`config.mk`:
```
export PLATFORM = sky130hd
export DESIGN_NAME = boot_loader_ctrl_flat
export DESIGN_NICKNAME = d
export VERILOG_FILES = /design/src/rtl/boot_loader_if.sv /design/src/rtl/boot_loader_ctrl.sv /design/src/flat_wrapper.sv
export SDC_FILE = /design/constraint.sdc
export NUM_CORES = 1
export LEC_CHECK = 0
export ABC_AREA = 1
export ABC_CLOCK_PERIOD_IN_PS = 5200
export CORE_MARGIN = 5
export CORE_UTILIZATION = 30
export DETAILED_ROUTE_END_ITERATION = 12
export GPL_ROUTABILITY_DRIVEN = 1
export PLACE_DENSITY = 0.52
export SYNTH_ARGS = -nofsm -noshare
export SYNTH_HDL_FRONTEND = slang
export SYNTH_SLANG_ARGS = --single-unit
```
`constraint.sdc`:
```
create_clock -name clk -period 5.2 [get_ports clk]
set_clock_uncertainty 0.2 [all_clocks]
set_input_delay 1.04 -clock clk [delete_from_list [all_inputs] [get_ports clk]]
set_output_delay 1.04 -clock clk [all_outputs]
set_load 0.02 [all_outputs]
```
`src/rtl/boot_loader_if.sv`:
```
// Byte-stream receive and instruction-memory write signals of the boot loader.
// master: the controller; slave: the byte source / memory side.
interface boot_loader_if;
    logic        rx_valid;
    logic [7:0]  rx_data;
    logic        rx_ready;
    logic        imem_we;
    logic [31:0] imem_addr;
    logic [31:0] imem_wdata;

    modport master (
        input  rx_valid, rx_data,
        output rx_ready, imem_we, imem_addr, imem_wdata
    );

    modport slave (
        output rx_valid, rx_data,
        input  rx_ready, imem_we, imem_addr, imem_wdata
    );
endinterface

```
`src/rtl/boot_loader_ctrl.sv`:
```
// Boot loader: 16-bit LE word count, then LE 32-bit words written to imem, then CPU release.
// Define BOOT_CHECKSUM_EN to require a trailing XOR checksum byte before release.
module boot_loader_ctrl #(
    parameter int unsigned MAX_WORDS = 64,
    parameter logic [31:0] BASE_ADDR = 32'h0000_0000
) (
    input  logic            clk,
    input  logic            reset,
    boot_loader_if.master   bus,
    output logic            cpu_reset,
    output logic            done,
    output logic            error
);

`ifdef BOOT_CHECKSUM_EN
    typedef enum logic [2:0] {StHdr, StLoad, StWrite, StCheck, StRun, StErr} state_e;
`else
    typedef enum logic [2:0] {StHdr, StLoad, StWrite, StRun, StErr} state_e;
`endif

    state_e      state_q, state_d;
    logic [1:0]  byte_cnt_q, byte_cnt_d;
    logic [15:0] count_q, count_d;
    logic [15:0] idx_q, idx_d;
    logic [31:0] word_q, word_d;
    logic [15:0] hdr_n;
    logic        xfer;
`ifdef BOOT_CHECKSUM_EN
    logic [7:0]  csum_q, csum_d;
`endif

    assign xfer = bus.rx_valid && bus.rx_ready;

    always_ff @(posedge clk) begin
        if (reset) begin
            state_q    <= StHdr;
            byte_cnt_q <= 2'd0;
            count_q    <= 16'd0;
            idx_q      <= 16'd0;
            word_q     <= 32'd0;
`ifdef BOOT_CHECKSUM_EN
            csum_q     <= 8'd0;
`endif
        end else begin
            state_q    <= state_d;
            byte_cnt_q <= byte_cnt_d;
            count_q    <= count_d;
            idx_q      <= idx_d;
            word_q     <= word_d;
`ifdef BOOT_CHECKSUM_EN
            csum_q     <= csum_d;
`endif
        end
    end

    always_comb begin
        state_d    = state_q;
        byte_cnt_d = byte_cnt_q;
        count_d    = count_q;
        idx_d      = idx_q;
        word_d     = word_q;
        hdr_n      = {bus.rx_data, count_q[7:0]};
`ifdef BOOT_CHECKSUM_EN
        csum_d     = csum_q;
`endif
        unique case (state_q)
            StHdr: begin
                if (xfer) begin
`ifdef BOOT_CHECKSUM_EN
                    csum_d = csum_q ^ bus.rx_data;
`endif
                    if (byte_cnt_q == 2'd0) begin
                        count_d[7:0] = bus.rx_data;
                        byte_cnt_d   = 2'd1;
                    end else begin
                        count_d[15:8] = bus.rx_data;
                        byte_cnt_d    = 2'd0;
                        if (hdr_n == 16'd0) begin
`ifdef BOOT_CHECKSUM_EN
                            state_d = StCheck;
`else
                            state_d = StRun;
`endif
                        end else if ({16'd0, hdr_n} > MAX_WORDS) begin
                            state_d = StErr;
                        end else begin
                            state_d = StLoad;
                        end
                    end
                end
            end
            StLoad: begin
                if (xfer) begin
`ifdef BOOT_CHECKSUM_EN
                    csum_d = csum_q ^ bus.rx_data;
`endif
                    word_d[{byte_cnt_q, 3'b000} +: 8] = bus.rx_data;
                    byte_cnt_d = byte_cnt_q + 2'd1;
                    if (byte_cnt_q == 2'd3) begin
                        state_d = StWrite;
                    end
                end
            end
            StWrite: begin
                idx_d = idx_q + 16'd1;
                // 17-bit compare so idx+1 can never wrap
                if (({1'b0, idx_q} + 17'd1) < {1'b0, count_q}) begin
                    state_d = StLoad;
                end else begin
`ifdef BOOT_CHECKSUM_EN
                    state_d = StCheck;
`else
                    state_d = StRun;
`endif
                end
            end
`ifdef BOOT_CHECKSUM_EN
            StCheck: begin
                if (xfer) begin
                    state_d = (bus.rx_data == csum_q) ? StRun : StErr;
                end
            end
`endif
            StRun, StErr: begin
                state_d = state_q;
            end
            default: begin
                state_d = StHdr;
            end
        endcase
    end

`ifdef BOOT_CHECKSUM_EN
    assign bus.rx_ready = (state_q == StHdr) || (state_q == StLoad) || (state_q == StCheck);
`else
    assign bus.rx_ready = (state_q == StHdr) || (state_q == StLoad);
`endif
    assign bus.imem_we    = (state_q == StWrite);
    assign bus.imem_addr  = BASE_ADDR + {14'd0, idx_q, 2'b00};
    assign bus.imem_wdata = word_q;
    assign cpu_reset      = (state_q != StRun);
    assign done           = (state_q == StRun);
    assign error          = (state_q == StErr);

endmodule

```
`src/flat_wrapper.sv`:
```
// flat-port wrapper written by rule: the top's interface ports become plain ports
module boot_loader_ctrl_flat 
#(
    parameter int unsigned MAX_WORDS = 64,
    parameter logic [31:0] BASE_ADDR = 32'h0000_0000
)
  (clk, reset, cpu_reset, done, error, bus_rx_valid, bus_rx_data, bus_rx_ready, bus_imem_we, bus_imem_addr, bus_imem_wdata);
  boot_loader_if bus_i ();
  input  logic clk;
  input  logic reset;
  output logic cpu_reset;
  output logic done;
  output logic error;
  input wire logic [$bits(bus_i.rx_valid)-1:0] bus_rx_valid;
  input wire logic [$bits(bus_i.rx_data)-1:0] bus_rx_data;
  output wire logic [$bits(bus_i.rx_ready)-1:0] bus_rx_ready;
  output wire logic [$bits(bus_i.imem_we)-1:0] bus_imem_we;
  output wire logic [$bits(bus_i.imem_addr)-1:0] bus_imem_addr;
  output wire logic [$bits(bus_i.imem_wdata)-1:0] bus_imem_wdata;
  assign bus_i.rx_valid = bus_rx_valid;
  assign bus_i.rx_data = bus_rx_data;
  assign bus_rx_ready = bus_i.rx_ready;
  assign bus_imem_we = bus_i.imem_we;
  assign bus_imem_addr = bus_i.imem_addr;
  assign bus_imem_wdata = bus_i.imem_wdata;
  boot_loader_ctrl #(.MAX_WORDS(MAX_WORDS), .BASE_ADDR(BASE_ADDR)) u_core (.clk(clk), .reset(reset), .bus(bus_i), .cpu_reset(cpu_reset), .done(done), .error(error));
endmodule
```
---- After elaboration in Yosys (flattened, before gate mapping) ----
Index checks and enable logic that the tools add are counted.
operators by class
  eq/ne operators ......................... 10
  add/subtract/negate cells ............... 4
  bitwise gates (word level) .............. 2
  magnitude comparators ................... 2
  shifts and indexed selects .............. 2
  mux-type cells .......................... 13
  reductions and logical operators ........ 12
operator list
  cell                    number
  $bwmux 32               1
  $shift 8x7->32 const A  1
  $shiftx 8x7->32         1
  $mux 3                  6
  $add 16x1->17 const B   1
  $lt 17x16->1            1
  $add 16x1->16 const B   1
  $gt 16x7->1 const B     1
  $logic_not 16->1        1
  $pmux 3 s4              1
  $reduce_and 3->1        3
  $neg 5->7               1
  $eq 3x2->1 const B      2
  $mux 2                  3
  $ne 2x1->1 const B      3
  $reduce_and 5->1        1
  $pmux 2 s2              1
  $eq 3x1->1 const B      1
  $eq 3x3->1 const B      1
  $logic_not 3->1         1
  $ne 3x2->1 const B      1
  $add 2x1->2 const B     1
  $eq 2x2->1 const B      1
  $logic_not 2->1         1
  8 further kinds         9
word-level totals
  word-level logic and storage cells ...... 51
  output and inout port bits .............. 69
  register bits after elaboration ......... 69
  input port bits ......................... 11

---- Depth between registers and ports, before layout ----
Gate-level depths: netlist of the first run.
  depth after elaboration ................. 6
  mapped depth ............................ 22
  gate-level depth less buffers ........... 22

---- Worst setup path after synthesis of the first run ----
Ideal clock, no wire load.
  path type ............................... register -> register
  start ................................... register u_core.idx_q[0]
  end ..................................... register u_core.state_q[1]
  cell stages (with the launch flop) ...... 18
  buffers on the path ..................... 0
  period minus slack after synthesis ...... 2,746 ps
  path slack .............................. 2,454 ps
  arrival time ............................ 2,414 ps
  library setup time ...................... 132 ps
  data required time ...................... 4,868 ps
  cell sequence ........................... dfxtp_1 ha_1 nand2_1 nor2_1 nand2_1 nor2_1 nand3_1 xor2_1 inv_1 ha_1 a21oi_1 nor2_1 nor3_1 nand2_1 nand2_1 nand2_1 nand2_1 a21oi_1
between the ends
  word-level cells in the longest chain between the ends .. 4
ends and longest elaborated chain
  element                   RTL line                 source
  start: declaration        boot_loader_ctrl.sv:24   logic [15:0] idx_q, idx_d;
  start signal: assignment  boot_loader_ctrl.sv:48   idx_q <= idx_d;
  $add 16x1->17             boot_loader_ctrl.sv:107  if (({1'b0, idx_q} + 17'd1) < {1'b0, count_q}) begin
  $lt 17x16->1              boot_loader_ctrl.sv:107
  $mux 2                    boot_loader_ctrl.sv:107
  $pmux 3 s4                boot_loader_ctrl.sv:66   unique case (state_q)
  end signal: assignment    boot_loader_ctrl.sv:36   state_q <= StHdr;
  end signal: assignment    boot_loader_ctrl.sv:45   state_q <= state_d;
  end: declaration          boot_loader_ctrl.sv:21   state_e state_q, state_d;
No other way between the ends.
A chain may end at the register's enable or synchronous reset.

---- Final worst setup path of the first run ----
  start ................................... register u_core.state_q[1]
  end ..................................... output port bus_imem_we
between the ends
  word-level cells in the longest chain between the ends .. 1
ends and longest elaborated chain
  element           RTL line                 source
  $eq 3x2->1        boot_loader_ctrl.sv:138  assign bus.imem_we = (state_q == StWrite);
  end: declaration  flat_wrapper.sv:17       output wire logic [$bits(bus_i.imem_we)-1:0] bus_imem_we;
No other way between the ends.

==> results of run 1 <==
cell families after synthesis:
family                     after synthesis  synth area share [%]
xor gates and xnor gates                10                  2.39
and+or+nand+nor                        175                  23.0
AOI/OAI and AO/OA                      116                  16.6
adders and majority gates               22                  7.50
other                                    1                 0.102
buffers and inverters                  104                  12.8
DFF                                     69                  37.6
how the worst max path moves through the flow:
stage,startpoint,slack (ps),end,cells past startpoint
2_1_floorplan,u_core.idx_q[0]$_SDFFE_PP0P_,2450,u_core.state_q[1]$_SDFFE_PP0P_,17
5_1_grt,u_core.state_q[1]$_SDFFE_PP0P_,1850,bus_imem_we,4
3_3_place_gp,bus_rx_valid,2080,u_core.bus.imem_wdata[15]$_SDFFE_PP0P_,7
4_1_cts,u_core.state_q[1]$_SDFFE_PP0P_,1940,bus_imem_we,4
3_5_place_dp,bus_rx_valid,2090,u_core.bus.imem_wdata[8]$_SDFFE_PP0P_,7
6_report,u_core.state_q[1]$_SDFFE_PP0P_,1970,bus_imem_we,4
area by class of cell:
cell class	instances	area (sq um)
clock inverters	6	95.1
inverters	70	263
repair buffers	65	646
multi-input cells	339	1880
fillers	1253	7330
well taps	147	184
flip-flops and latches	69	1380
clock buffers	10	239
stage by stage:
stage | util [%] | setup WS (ps) | std cells | hold WS [ps] | cell area (sq um)
5_1_grt | 39.0 | 1850 | 706 | 280 | 4680
3_5_place_dp | 36.2 | 2090 | 690 | 254 | 4350
2_1_floorplan | - | 2450 | 512 | 233 | 3730
6_report | 39.0 | 1970 | 706 | 258 | 4680
3_3_place_gp | 36.2 | 2080 | 690 | 254 | 4350
4_1_cts | 39.0 | 1940 | 706 | 262 | 4680
per-layer routing:
layer  vias up  wire (microns)  part of all wire (%)  GRT usage [%]
li1       1727               -                     -              -
met1      1466            4740                    49           17.8
met2        76            4180                    44           20.3
met3         6             595                   6.2           4.82
met4         0              78                  0.81           3.33
met5         -               0                     0              0
cell usage in the layout (no fill, tap or decap), types with 5 or more instances in the layout:
master / n
nand4_1: 15
a21oi_1: 71
o21ai_0: 36
or3_1: 7
nand2_1: 76
nor2_1: 24
conb_1: 16
clkbuf_16: 9
nand3_1: 19
clkdlybuf4s50_1: 63
inv_1: 65
nor3_1: 16
xor2_1: 9
dfxtp_1: 69
ha_1: 22
nor3_2: 5
registers in the layout (all words and copies together) (netlist names):
| signal | flops |
|---|---|
| u_core.bus.imem_wdata | 32 |
| u_core.count_q | 16 |
| u_core.idx_q | 16 |
| u_core.state_q | 3 |
| u_core.byte_cnt_q | 2 |
power by group:
group	leakage [nW]	switching [mW]	internal (mW)
Sequential	0.559	0.0176	0.558
Clock	0.163	0.243	0.437
Combinational	1.17	0.154	0.0728
Total	1.89	0.415	1.07
critical path, cell delays in order (launching register included):
cell and delay (ps):
dfxtp_1 510, inv_2 100, nor3_2 140, buf_4 260
clkdlybuf4s50_1 650
==> results.cfg, run 1 <==
[clock_tree]
hold_buffers = 0
htreeDepth = 3
root_buffer = clkbuf_16
numCtsBuffers = 9
clkTransAtPathRegs_ps = 60
clockBufferDepth = 2
clock-sinks = 69
cts_tree = yes
cts_resized = 0
cts_setup_buffers = 0
insertion_delay_ps = 330

[die]
io-pin-count = 80
coreArea_sq_um = 12000
core.rowCount = 40
die_h_microns = 121
start_util_pct = 30.6
die_w_microns = 121
die-area_sq_um = 14500

[run_status]
status = finished, final reports clean

[logic_synthesis]
ys_top_cells_by_count = nand2_1, a21oi_1, dfxtp_1
synth_edf_count = 0
yosysMostFrequentCell = nand2_1
post-synth-top-area-fraction_pct = 37.6
synth_cell_types = 34
syn-cell-area_sq_um = 3670
synth-main-ff-cell = dfxtp_1
ys_ff_latch = 69
synth_area_leader_cell = dfxtp_1
yosysWarnings = 0
ys_top_cells_by_area = dfxtp_1, a21oi_1, nand2_1, ha_1, inv_1
ys_async_sr_fraction_pct = 0
syn_inst = 497
avgSynthCellArea_sq_um = 7.38
seq_area_frac_synth_pct = 37.6

[routing]
via_count = 3275
vias_per_cell = 4.64
firstDrtPassIters = 4
dr.first_iter.drc_count = 220
ant_nets = 0
wl_mm = 9.60
wl_per_cell_microns = 13.6
drc_errors = 0

[critical_path]
rr_worst_depth = 17
r2r_end = u_core.state_q[1]$_SDFFE_PP0P_
r2r-start = u_core.idx_q[0]$_SDFFE_PP0P_
endpoint_kind = output pin
r2r_slack_ps = 2290
crit_fanout = 23
crit_path_start_kind = flop
cp.arrival_ps = 1990
critical_path_class = flop to output pin
required_ps = 3960

[pwr]
p_leak_nw = 1.89
power_density_nw_per_um2 = 317
power.total_mw = 1.48
ir_drop_mv = 0.207

[grt]
track_usage_pct = 13.3
grt_antenna_before_repair = 0
grt_pass1_wl_mm = 15.5
grt_pass1_vias = 3017
grt_max_degree = 38
gr-total-overflow = 0

[sta]
slew_viol_final = 0
hold_viol = 0
slew_headroom_pct = 41.7
setup_viol = 0
finalCritPeriodShare_pct = 62.1
fin_crit_ps = 3230
timing.fmax_ghz = 0.310
grt_setup_unrepaired = false
tns_ps = 0
worstMarginPinSlew_ps = 873

[flow_run]
max_cap_violations = 0

[placement]
place_congestion = 0.798
dpl.hpwl_mm = 7.00
port-buffer-count = 63

[hold_path]
hold_start = u_core.count_q[11]$_SDFFE_PP0P_
hold_depth = 2
whs_endpoint = u_core.count_q[11]$_SDFFE_PP0P_
hp-class = flop to flop

[layout]
nets = 587
diodes = 0
syn_to_final_growth_pct = 27.7
drive_gt1_share_pct = 7.16
(Power assumes the default switching activity.)
==> run 2: changes to the inputs <==
ABC_CLOCK_PERIOD_IN_PS = 3100   (was 5200)
clock period = 3.1 ns   (was 5.2 ns; I/O delays follow)
==> run 2 against run 1 <==
Effect of this change: via count up 2.4%; worst setup slack got worse by 1600 ps; critical path depth is 13 higher; count of clock-buffer cells in the layout unchanged; global-route usage grew 0.61 points; sequential cell count unchanged; worst hold slack got worse by 0.86 ps; power increased by 59%; routed wire length up 3.2%; final cell count up 1.3%; register-to-register slack worse by 1900 ps; clock power is 46% higher.
==> results.cfg, run 2 (same netlist as run 1, synthesis figures left out) <==
[run_status]
status = finished, final reports clean

[critical_path]
cp_cell_sequence = ha_1, nand2_1, nor2_1, nand2_1, nor2_1, nand3_1, xor2_1, inv_1, ha_1, a21oi_1, nor2_1, nor3_1, nand2_1, nand2_1, nand2_1, nand2_1, a21oi_1
cpPeakStageDelay_ps = 370
crit_fanout = 4
crit_path_start_kind = flop
required_ps = 3100
cp_slowest_cell = dfxtp_1
endpoint_kind = flop
critical_path_class = flop to flop
cp_common_cell = nand2_1
cp.arrival_ps = 2750

[placement]
port-buffer-count = 63
place_congestion = 0.778
dpl.hpwl_mm = 7.26

[sta]
tns_ps = 0
slew_headroom_pct = 66.8
fin_crit_ps = 2740
timing.fmax_ghz = 0.365
finalCritPeriodShare_pct = 88.5
hold_viol = 0
grt_setup_unrepaired = false
slew_viol_final = 0
hold_slack_ps = 257
setup_viol = 0
worstMarginPinSlew_ps = 496

[grt]
grt_pass1_wl_mm = 16.1
grt_antenna_before_repair = 0
grt_max_degree = 37
use_met3_pct = 5.05
track_usage_pct = 13.9
busiest_layer = met2
gr-total-overflow = 0
use_met1_pct = 18.5
grt_pass1_vias = 3214
grt_use_met2_pct = 21.2

[pwr]
p_leak_nw = 1.94
power_density_nw_per_um2 = 496
ir_drop_mv = 0.229
power.total_mw = 2.35

[clock_tree]
clockBufferDepth = 2
root_buffer = clkbuf_16
cts_tree = yes
clock-sinks = 69
htreeDepth = 3
insertion_delay_ps = 330
clkTransAtPathRegs_ps = 60
numCtsBuffers = 9
hold_buffers = 0

[layout]
syn_to_final_growth_pct = 29.1
final_cell_mix = nand2_1, a21oi_1, dfxtp_1
fill_cells = 1250
diodes = 0
final_common_cell = nand2_1
largest_reg_flops = 32
nets = 597
drive_gt1_share_pct = 9.51

[routing]
wl_per_cell_microns = 13.8
dr.first_iter.drc_count = 247
via_count = 3354
ant_nets = 0
drc_errors = 0
vias_per_cell = 4.69
firstDrtPassIters = 7
wl_mm = 9.90

[die]
coreArea_sq_um = 12000
io-pin-count = 80
start_util_pct = 30.6
die_h_microns = 121
die_w_microns = 121
core.rowCount = 40
die-area_sq_um = 14500

[hold_path]
hp-class = flop to flop

[flow_run]
max_cap_violations = 0
[run 2: cell type report]
| cell class | instances | area [sq um] | area share [%] |
|---|---|---|---|
| multi-input combinational | 339 | 1910 | 40.2 |
| clock buffer | 10 | 229 | 4.83 |
| inverter | 70 | 263 | 5.55 |
| sequential | 69 | 1380 | 29.2 |
| tap | 147 | 184 | 3.88 |
| timing repair buffer | 75 | 721 | 15.2 |
| clock inverter | 5 | 52.6 | 1.11 |
[run 2: worst paths after layout]
check / endpoint / cells after the start / slack [ps] / start
worst max register to register: u_core.state_q[1]$_SDFFE_PP0P_ / 17 / 360 / u_core.idx_q[1]$_SDFFE_PP0P_
worst min-delay path: u_core.count_q[9]$_SDFFE_PP0P_ / 2 / 260 / u_core.count_q[9]$_SDFFE_PP0P_
worst max-delay path: u_core.state_q[1]$_SDFFE_PP0P_ / 17 / 360 / u_core.idx_q[1]$_SDFFE_PP0P_
worst min register to register: u_core.count_q[9]$_SDFFE_PP0P_ / 2 / 260 / u_core.count_q[9]$_SDFFE_PP0P_
[run 2: worst max-delay path, delay by kind of cell (launching register included)]
kind,cells,cell delay (ps)
AND/OR/NAND/NOR,11,1090
flip-flops,1,370
buffers and inverters,1,70
adder cells (fa/ha/maj),2,510
AO/OA/AOI/OAI,2,200
XOR/XNOR,1,190
[run 2: where the power goes]
group	internal, mW	switching [mW]
combinational	0.131	0.269
sequential	0.936	0.0234
clock	0.614	0.378
[run 2: timing repair]
item | in CTS | in global routing
setup buffers | 0 | 0
gates resized for setup | 0 | 8
setup endpoints to repair | 0 | 1
[run 2: layer usage]
metal  part of all wire, %  routed length, microns  vias up
li1                      -                       -     1742
met1                    48                    4780     1514
met2                    44                    4340       88
met3                   7.0                     688       10
met4                  0.89                      88        0
met5                     0                       0        -
[run 2: stage by stage]
stage | cells | util, % | worst slack (ps) | cell area (sq um)
floorplan | 512 | - | 354 | 3730
global placement | 700 | 36.8 | 333 | 4430
detailed placement | 700 | 36.8 | 236 | 4430
CTS | 715 | 39.2 | 240 | 4710
global route | 715 | 39.4 | 23.4 | 4740
finish | 715 | 39.4 | 357 | 4740
==> run 3: changes to the inputs <==
ABC_CLOCK_PERIOD_IN_PS = 3050   (was 3100)
MAX_ROUTING_LAYER = met4   (was default)
clock period = 3.05 ns   (was 3.1 ns; I/O delays follow)
==> run 3 against run 2 <==
Effect of this change: worst hold slack improved by 1.5 ps; sequential share of layout area decreased by 0.22 points; via count up 1.5%; clock power rose by 12%; routed wire length is 1.1% higher; power rose by 6.4%; core utilization is 0.33 points higher; sequential cell count did not move; register-to-register slack worse by 30 ps; fmax is 0.55% higher; largest cell class unchanged; highest routed layer unchanged.
==> results.cfg, run 3 (same netlist as run 1, synthesis figures left out) <==
[die]
coreArea_sq_um = 12000
io-pin-count = 80
core.rowCount = 40
die-area_sq_um = 14500
die_w_microns = 121
die_h_microns = 121
start_util_pct = 30.6

[clock_tree]
insertion_delay_ps = 340
hold_buffers = 0
numCtsBuffers = 9
htreeDepth = 3
clockBufferDepth = 2
root_buffer = clkbuf_16
cts_tree = yes
clock-sinks = 69
clkTransAtPathRegs_ps = 60

[grt]
grt_pass1_vias = 3312
grt_max_degree = 37
grt_antenna_before_repair = 0
track_usage_pct = 14.7
gr-total-overflow = 0
grt_pass1_wl_mm = 16.6

[flow_run]
max_cap_violations = 0

[pwr]
p_leak_nw = 1.95
power_density_nw_per_um2 = 523
power.total_mw = 2.50
ir_drop_mv = 0.304

[sta]
hold_slack_ps = 259
timing.fmax_ghz = 0.367
fin_crit_ps = 2730
slew_viol_final = 0
setup_viol = 0
hold_viol = 0
finalCritPeriodShare_pct = 89.4

[routing]
firstDrtPassIters = 4
wl_mm = 10.0
dr.first_iter.drc_count = 212
ant_nets = 0
drc_errors = 0
wl_per_cell_microns = 13.9
via_count = 3403
vias_per_cell = 4.74

[placement]
place_congestion = 0.787
dpl.hpwl_mm = 7.35
port-buffer-count = 63

[hold_path]
hp-class = flop to flop

[layout]
drive_gt1_share_pct = 9.98
nets = 599
syn_to_final_growth_pct = 30.2
diodes = 0
largest_reg_flops = 32
final_common_cell = nand2_1
final_cell_mix = nand2_1, a21oi_1, dfxtp_1

[critical_path]
required_ps = 3120
endpoint_kind = flop
cp_slowest_cell = dfxtp_2
cp_common_cell = nand2_1
crit_fanout = 4
cp.arrival_ps = 2790
cpPeakStageDelay_ps = 350
crit_path_start_kind = flop
critical_path_class = flop to flop
cp_cell_sequence = inv_1, nor3_2, nand3_1, nor2_2, inv_1, nor2_4, inv_1, nand2_1, inv_1, ha_1, nand2_1, nor2_2, nand3_1, nand3_1, nand2_1, nand2_1, nand2_1, nand2_1, nand2_1, nand2_1, nand2_1, a21oi_1
r2r_slack_ps = 320

[run_status]
status = finished, final reports clean
-- run 3: changes by cell type in the layout (fill, tap and decap cells not counted), sizes merged --
cell,change
clkinvlp,-1
bufinv,+1
clkinv,+1
buf,+2
-- run 3: worst paths after layout --
kind,depth (start not counted),startpoint,end
setup / recovery,22,u_core.idx_q[2]$_SDFFE_PP0P_,u_core.state_q[1]$_SDFFE_PP0P_
hold / removal,2,u_core.count_q[9]$_SDFFE_PP0P_,u_core.count_q[9]$_SDFFE_PP0P_
setup reg to reg,22,u_core.idx_q[2]$_SDFFE_PP0P_,u_core.state_q[1]$_SDFFE_PP0P_
hold reg to reg,2,u_core.count_q[9]$_SDFFE_PP0P_,u_core.count_q[9]$_SDFFE_PP0P_
-- run 3: what timing repair did --
action / 4_1_cts / 5_1_grt
resized for setup: 0 / 7
endpoints found under the setup margin: 0 / 1
setup buffers: 0 / 1
-- run 3: per-stage QoR --
step	area (sq um)	setup WS (ps)	TNS (ps)	utilization, %	instances
final	4780	322	0	39.8	718
after global routing	4780	-25.2	-25.2	39.8	718
after CTS	4750	168	0	39.5	717
after detailed placement	4430	184	0	36.9	701
after global placement	4430	285	0	36.9	701
after floorplan	3730	304	0	-	512
-- run 3: final cells by class --
class / instances / area (sq um)
Multi-Input combinational cell: 339 / 1890
Inverter: 70 / 263
Clock inverter: 6 / 87.6
Fill cell: 1261 / 7230
Tap cell: 147 / 184
Sequential cell: 69 / 1380
Timing Repair Buffer: 77 / 736
Clock buffer: 10 / 229
-- run 3: metal layers --
metal | track usage, % | part of all wire (%) | vias up | routed length, microns
met3 | 4.77 | 5.8 | 15 | 581
met1 | 19.4 | 50 | 1552 | 4980
met5 | - | 0 | - | 0
met2 | 21.9 | 43 | 90 | 4330
li1 | - | - | 1746 | -
met4 | 3.61 | 1.3 | 0 | 126
-- run 3: critical path: cells and delay by family (launching register included) --
kind | cells | cell delay (ps)
adder cells (fa/ha/maj) | 1 | 270
AO/OA/AOI/OAI | 1 | 120
AND/OR/NAND/NOR | 16 | 1420
flip-flops | 1 | 350
buffers and inverters | 4 | 280
-- run 3: power by group --
group | leakage [nW] | internal (mW) | total [mW] | switching [mW]
sequential | 0.560 | 0.951 | 0.975 | 0.0235
combinational | 1.24 | 0.134 | 0.411 | 0.277
clock | 0.156 | 0.715 | 1.11 | 0.399
total | 1.95 | 1.80 | 2.50 | 0.700
